[config.mk]
export PLATFORM = sky130hd
export DESIGN_NAME = wb_stage_mlane
export DESIGN_NICKNAME = d
export VERILOG_FILES = /design/src/rtl/wb_stage_mlane.sv
export SDC_FILE = /design/constraint.sdc
export NUM_CORES = 1
export LEC_CHECK = 0
export ABC_AREA = 0
export CORE_ASPECT_RATIO = 1.75
export CORE_MARGIN = 10
export CORE_UTILIZATION = 40
export DETAILED_ROUTE_END_ITERATION = 6
export PLACE_DENSITY = 0.84
export SYNTH_ARGS = -nofsm -noshare
export SYNTH_HDL_FRONTEND = slang
export SYNTH_SLANG_ARGS = --single-unit
[constraint.sdc]
create_clock -name clk -period 3.3 [get_ports clk]
set_input_delay 0.99 -clock clk [delete_from_list [all_inputs] [get_ports clk]]
set_output_delay 0.99 -clock clk [all_outputs]
set_load 0.01 [all_outputs]
[src/rtl/wb_stage_mlane.sv]
// wb_stage_mlane -- multi-lane writeback stage.
//
// Takes a group of up to LANES instructions from MEM and retires them one
// lane per cycle in ascending order, so the single-port debug trace sees
// every retirement. MEM is held off through ws_allowin until the group
// finishes. With exceptions enabled, the oldest faulting lane kills itself
// and every younger lane. A one-cycle ws_flush pulse then reports the
// fault PC and ecode.
//
// Build option: define WB_EXCEPTION_EN to enable fault/kill handling and
// the flush outputs. When it is undefined, ms_ex/ms_ecode are ignored and
// ws_flush/ws_ex_pc/ws_ecode are tied to 0.
//
// Ports:
//   clk, reset         clock, synchronous active-high reset
//   ws_allowin         WB can accept a group this cycle
//   ms_to_ws_valid     MEM offers a group
//   ms_lane_valid      per-lane occupancy
//   ms_pc/ms_rf_*      per-lane PC, regfile write enable/address/data
//   ms_ex/ms_ecode     per-lane exception flag and code
//   ws_rf_*            regfile write port (one lane strobed per cycle)
//   ws_flush/ws_ex_pc/ws_ecode  exception flush pulse and its PC/code
//   debug_wb_*         retirement trace
//
// state | meaning
// ------+------------------------------------------------------------
// IDLE  | no group held
// EMIT0 | lane 0 retiring, or fault-only cycle when nothing retires
// EMIT1 | lane 1 retiring

module wb_stage_mlane #(
   parameter int LANES  = 2,
   parameter int DATA_W = 32,
   parameter int AW     = 5,
   parameter int PC_W   = 32
) (
   input  logic                     clk,
   input  logic                     reset,
   output logic                     ws_allowin,
   input  logic                     ms_to_ws_valid,
   input  logic [LANES-1:0]         ms_lane_valid,
   input  logic [LANES*PC_W-1:0]    ms_pc,
   input  logic [LANES-1:0]         ms_rf_we,
   input  logic [LANES*AW-1:0]      ms_rf_waddr,
   input  logic [LANES*DATA_W-1:0]  ms_rf_wdata,
   input  logic [LANES-1:0]         ms_ex,
   input  logic [LANES*6-1:0]       ms_ecode,
   output logic [LANES-1:0]         ws_rf_we,
   output logic [LANES*AW-1:0]      ws_rf_waddr,
   output logic [LANES*DATA_W-1:0]  ws_rf_wdata,
   output logic                     ws_flush,
   output logic [PC_W-1:0]          ws_ex_pc,
   output logic [5:0]               ws_ecode,
   output logic [31:0]              debug_wb_pc,
   output logic [3:0]               debug_wb_rf_we,
   output logic [4:0]               debug_wb_rf_wnum,
   output logic [31:0]              debug_wb_rf_wdata
);

   typedef enum logic [1:0] {S_IDLE, S_EMIT0, S_EMIT1} state_t;

   state_t state, state_nxt;
   logic   ws_valid;

   logic [LANES-1:0]         lane_valid_q, rf_we_q;
   logic [LANES*PC_W-1:0]    pc_q;
   logic [LANES*AW-1:0]      waddr_q;
   logic [LANES*DATA_W-1:0]  wdata_q;
`ifdef WB_EXCEPTION_EN
   logic [LANES-1:0]         ex_q;
   logic [LANES*6-1:0]       ecode_q;
`endif

   // Two-lane views of the latched group; lanes beyond LANES read as empty
   // so the control logic is written once for both legal widths.
   logic [1:0]        lv2, we2;
   logic [PC_W-1:0]   pc2    [2];
   logic [AW-1:0]     waddr2 [2];
   logic [DATA_W-1:0] wdata2 [2];
`ifdef WB_EXCEPTION_EN
   logic [1:0]        ex2;
   logic [5:0]        ecode2 [2];
`endif

   for (genvar g = 0; g < 2; g++) begin : g_view
      if (g < LANES) begin : g_live
         assign lv2[g]    = lane_valid_q[g];
         assign we2[g]    = rf_we_q[g];
         assign pc2[g]    = pc_q[g*PC_W +: PC_W];
         assign waddr2[g] = waddr_q[g*AW +: AW];
         assign wdata2[g] = wdata_q[g*DATA_W +: DATA_W];
`ifdef WB_EXCEPTION_EN
         assign ex2[g]    = ex_q[g];
         assign ecode2[g] = ecode_q[g*6 +: 6];
`endif
      end else begin : g_absent
         assign lv2[g]    = 1'b0;
         assign we2[g]    = 1'b0;
         assign pc2[g]    = '0;
         assign waddr2[g] = '0;
         assign wdata2[g] = '0;
`ifdef WB_EXCEPTION_EN
         assign ex2[g]    = 1'b0;
         assign ecode2[g] = '0;
`endif
      end
   end

   // Retire set: lanes older than the first fault (all valid lanes if none).
   logic ret0, ret1, fault_any;
`ifdef WB_EXCEPTION_EN
   logic f0, f1, fault_sel;
   assign f0        = lv2[0] & ex2[0];
   assign f1        = lv2[1] & ex2[1];
   assign fault_any = f0 | f1;
   assign fault_sel = ~f0;
   assign ret0      = lv2[0] & ~f0;
   assign ret1      = lv2[1] & ~fault_any;
`else
   logic unused_ex;
   assign unused_ex = ^{ms_ex, ms_ecode};
   assign fault_any = 1'b0;
   assign ret0      = lv2[0];
   assign ret1      = lv2[1];
`endif

   logic ready_go, flush, capture;

   assign ready_go   = ((state == S_EMIT0) && !ret1) || (state == S_EMIT1);
   assign flush      = ws_valid && ready_go && fault_any;
   assign ws_allowin = !ws_valid || (ready_go && !flush);
   assign capture    = ms_to_ws_valid && ws_allowin;

   always_comb begin
      state_nxt = state;
      case (state)
         S_IDLE:  if (capture) state_nxt = S_EMIT0;
         S_EMIT0: begin
            if (ret1)         state_nxt = S_EMIT1;
            else if (capture) state_nxt = S_EMIT0;
            else              state_nxt = S_IDLE;
         end
         S_EMIT1: state_nxt = capture ? S_EMIT0 : S_IDLE;
         default: state_nxt = S_IDLE;
      endcase
   end

   always_ff @(posedge clk) begin
      if (reset) begin
         state        <= S_IDLE;
         ws_valid     <= 1'b0;
         lane_valid_q <= '0;
         rf_we_q      <= '0;
         pc_q         <= '0;
         waddr_q      <= '0;
         wdata_q      <= '0;
`ifdef WB_EXCEPTION_EN
         ex_q         <= '0;
         ecode_q      <= '0;
`endif
      end else begin
         state <= state_nxt;
         if (capture) begin
            ws_valid     <= 1'b1;
            lane_valid_q <= ms_lane_valid;
            rf_we_q      <= ms_rf_we;
            pc_q         <= ms_pc;
            waddr_q      <= ms_rf_waddr;
            wdata_q      <= ms_rf_wdata;
`ifdef WB_EXCEPTION_EN
            ex_q         <= ms_ex;
            ecode_q      <= ms_ecode;
`endif
         end else if (ready_go) begin
            ws_valid <= 1'b0;
         end
      end
   end

   // Which lane (if any) retires this cycle.
   logic ret_valid, ret_lane, fault_only;

   always_comb begin
      ret_valid  = 1'b0;
      ret_lane   = 1'b0;
      fault_only = 1'b0;
      case (state)
         S_EMIT0: begin
            ret_valid  = ret0;
            fault_only = !ret0;
         end
         S_EMIT1: begin
            ret_valid = ret1;
            ret_lane  = 1'b1;
         end
         default: ;
      endcase
   end

   for (genvar g = 0; g < LANES; g++) begin : g_out
      logic hit;
      assign hit = ret_valid && (ret_lane == 1'(g));
      assign ws_rf_we[g]                   = hit & we2[g];
      assign ws_rf_waddr[g*AW +: AW]       = hit ? waddr2[g] : '0;
      assign ws_rf_wdata[g*DATA_W +: DATA_W] = hit ? wdata2[g] : '0;
   end

   always_comb begin
      debug_wb_pc       = '0;
      debug_wb_rf_we    = '0;
      debug_wb_rf_wnum  = '0;
      debug_wb_rf_wdata = '0;
      if (ret_valid) begin
         debug_wb_pc       = 32'(pc2[ret_lane]);
         debug_wb_rf_we    = {4{we2[ret_lane]}};
         debug_wb_rf_wnum  = 5'(waddr2[ret_lane]);
         debug_wb_rf_wdata = 32'(wdata2[ret_lane]);
      end else if (fault_only) begin
         // Only lane 0 can fault with nothing older to retire.
         debug_wb_pc = 32'(pc2[0]);
      end
   end

   assign ws_flush = flush;
`ifdef WB_EXCEPTION_EN
   assign ws_ex_pc = flush ? pc2[fault_sel]    : '0;
   assign ws_ecode = flush ? ecode2[fault_sel] : '0;
`else
   assign ws_ex_pc = '0;
   assign ws_ecode = '0;
`endif

endmodule

==> summary.txt <==
Die
  • Cell Rows: 61
  • Die area: 21900 um2
  • Core box area: roughly 16000 um2
  • IO Count: 348
  • Initial Utilization: between 40% and 50%
  • Die height: approximately 190 um
  • Die width: ~120 um

Synthesis
  • Number of synthesized flops with an enable pin: 0
  • Synth unique cells: 25
  • Most used DFF post-synth: dfxtp_1
  • Register area share after synthesis: 44.7%
  • Post-Syn Area: around 6500 um2
  • Ranking of synthesized cells by area: dfxtp_1, nand2_1, a21oi_1
  • Number of synthesized register bits: ~150
  • Synth Instances: 850
  • Syn Area/Cell: about 7.6 um2
  • Asr flop ratio synth: 0%
  • Yosys warns: 0
  • Share of the synthesized area in the top cell type: 44.7%
  • Area leader, netlist: dfxtp_1

Worst setup path
  • CP Data Required Time: 2.31 ns
  • Setup crit end kind: output port
  • Crit Path Class: reg -> out
  • Slowest CP cell: dfxtp_2
  • Worst-path fanout max: 13
  • CP Launch Type: flop
  • Critical-path cell list: inv_4 > ha_4 > nor2b_4 > and3_4 > bufbuf_16 > and2_1 > or2_2 > buf_6
  • Crit path largest cell delay: roughly 0.36 ns
  • CP arrival: roughly 2.3 ns

Layout
  • Area growth from synthesis to layout: 56.2%
  • Nets@finish: roughly 1300
  • N_diodes: 0
  • Non-filler cells, final: roughly 1300
  • Share of layout cells above drive strength 1: between 10% and 20%
  • Final Cell Area: between 10000 and 15000 um2

Power and ir drop
  • Combinational group share of total power: a little over an eighth
  • Pleak: 0.00486 uW
  • Net Sw Frac: between 20% and 30%
  • VDD IR-drop max: 344 uV
  • Total design power: 4430 uW
  • NetSw: ~1100 uW
  • P_int: roughly 3300 uW
  • Clk network pwr share: between 40 and 50%
  • Register share of total power: a little over two fifths
  • Power Density: between 400 and 500 nW/um2

STA
  • Setup ws final: approximately 0.051 ns
  • Tightest Pin Transition: ~0.64 ns
  • Final worst-path cycle share: a little over nine tenths
  • Final Max Slew Viols: 0
  • RSZ-0062 raised after global routing: true
  • F_max: 0.308 GHz
  • Endpoints failing hold: 0
  • Final Skew: ~0.0056 ns
  • Tmin final: ~3.2 ns
  • # setup viols final: 0
  • Setup TNS: 0 ns
  • Worst slew margin: approximately 57%

Drt
  • Post-route DRC: 0
  • DR iter-0 viols: 310
  • Wire per inst: between 15 and 20 um
  • Post-Route WL: approximately 23000 um
  • DR vias/cell: 4.94
  • First-pass DRT Iterations: 5
  • Detail Route Antenna Nets: 0
  • Routed via count: 6531

Worst hold path
  • Min-Delay Path Class: reg -> reg

Global route
  • First-pass GRT wire length: approximately 35000 um
  • Total gr overflow: 0
  • Number of antenna violations at the first check in global routing: 0
  • Largest net degree at the start of global routing: 145
  • Vias in the first global route: 6490
  • GRT Total Usage: roughly a fifth

Place
  • GPL Wtd Cong: around 0.84
  • # port buffers: around 290
  • Post-DP Area: between 9000 and 10000 um2
  • Place WS: about 0.065 ns
  • DPL Wire Length: approximately 17000 um
  • DP Cell Count: about 1300

Clock tree
  • Hold bufs inserted after CTS: 0
  • Deepest clock path buffer count: 2
  • Clock transition at path regs: around 0.060 ns
  • TritonCTS Buffers: 17
  • Clk_lat worst skew: approximately 0.42 ns
  • Clock sink count: between 100 and 150
  • CTS tree: yes
  • Root buffer cell: clkbuf_16
  • H-Tree Depth: 4

Run status
  • Outcome: finished clean

Flow run
  • Max Cap Viol: 0
## sequential cells by signal, indices dropped and copies added, names as in the netlist
register,cells
pc_q,64
wdata_q,64
waddr_q,10
lane_valid_q,2
rf_we_q,2
state,2
ws_valid,1
## what timing repair did
action	CTS	global route
setup buffers	3	0
resized for setup	255	59
setup endpoints to repair	149	61
pin swaps	5	1
cloned	4	0
## metrics by stage
step / hold slack, ns / utilization (%)
after CTS: 0.450 / 62.8
after global routing: 0.463 / 63.6
final: 0.448 / 63.6
after floorplan: 0.432 / -
after global placement: 0.436 / 59.2
after detailed placement: 0.442 / 59.2
## layer usage
layer / routed length (um) / vias up / GRT usage, %
li1: - / 3202 / -
met1: 7930 / 3022 / 19.5
met2: 12600 / 257 / 38.5
met3: 1790 / 50 / 6.49
met4: 865 / 0 / 9.82
met5: 0 / - / 0
## path summary, 6_finish.rpt
| check | to | startpoint | slack [ns] | depth (start not counted) |
|---|---|---|---|---|
| max | debug_wb_rf_wdata[31] | state[0] | 0.05 | 8 |
| min | wdata_q[54] | wdata_q[54] | 0.45 | 2 |
| min reg2reg | wdata_q[54] | wdata_q[54] | 0.45 | 2 |
| max reg2reg | state[0] | state[1] | 1.22 | 8 |
## cells in the final DEF, fill, tap and decap left out, drive strengths merged, types with 4 or more instances in the layout
| cell | instances |
|---|---|
| or2 | 39 |
| conb | 39 |
| dlygate4sd2 | 80 |
| and2 | 76 |
| clkdlybuf4s15 | 15 |
| inv | 6 |
| clkdlybuf4s50 | 145 |
| clkinvlp | 6 |
| nand2 | 285 |
| a21oi | 147 |
| a22o | 32 |
| buf | 54 |
| dfxtp | 145 |
| ha | 4 |
| dlymetal6s2s | 16 |
| clkbuf | 23 |
## power by group through the flow
stage / logic (uW) / clock network (uW) / registers, uW
final: 574 / 1930 / 1920
after global routing: 635 / 2060 / 1930
after CTS: 570 / 1970 / 1920
after detailed placement: 555 / 0 / 1950
after global placement: 547 / 0 / 1950
after floorplan: 330 / 0 / 1940
## critical path: cells and delay by family (launching register included)
family | cells | cell delay (ns)
flip-flops | 1 | 0.36
adder cells (fa/ha/maj) | 1 | 0.24
buffers and inverters | 3 | 0.45
AND/OR/NAND/NOR | 4 | 0.79
## layout make-up
class	instances	area, um2
Clock buffer	19	433
Multi-Input combinational cell	635	3210
Clock inverter	13	163
Fill cell	1366	5810
Timing Repair Buffer	317	3170
Inverter	5	21.3
Sequential cell	145	2910
Tap cell	189	236
## synth_stat cells (2+ instances only)
cell,number
nand2_1,285
a21oi_1,147
dfxtp_1,145
and2_1,76
buf_4,51
a22o_1,32
clkbuf_1,32
or2_1,20
or2_2,19
buf_2,18
inv_1,5
ha_1,4
nand3_1,2
nor2_1,2
o21a_1,2
## cells by family after synthesis
| group | Yosys count | synth area share, % |
|---|---|---|
| buf+inv | 108 | 9.68 |
| compound gates | 184 | 16.4 |
| simple gates | 408 | 28.3 |
| other cells | 1 | 0.0578 |
| flops | 145 | 44.7 |
| fa+ha+maj | 4 | 0.771 |
No activity file was read; power rests on OpenSTA's default activity.
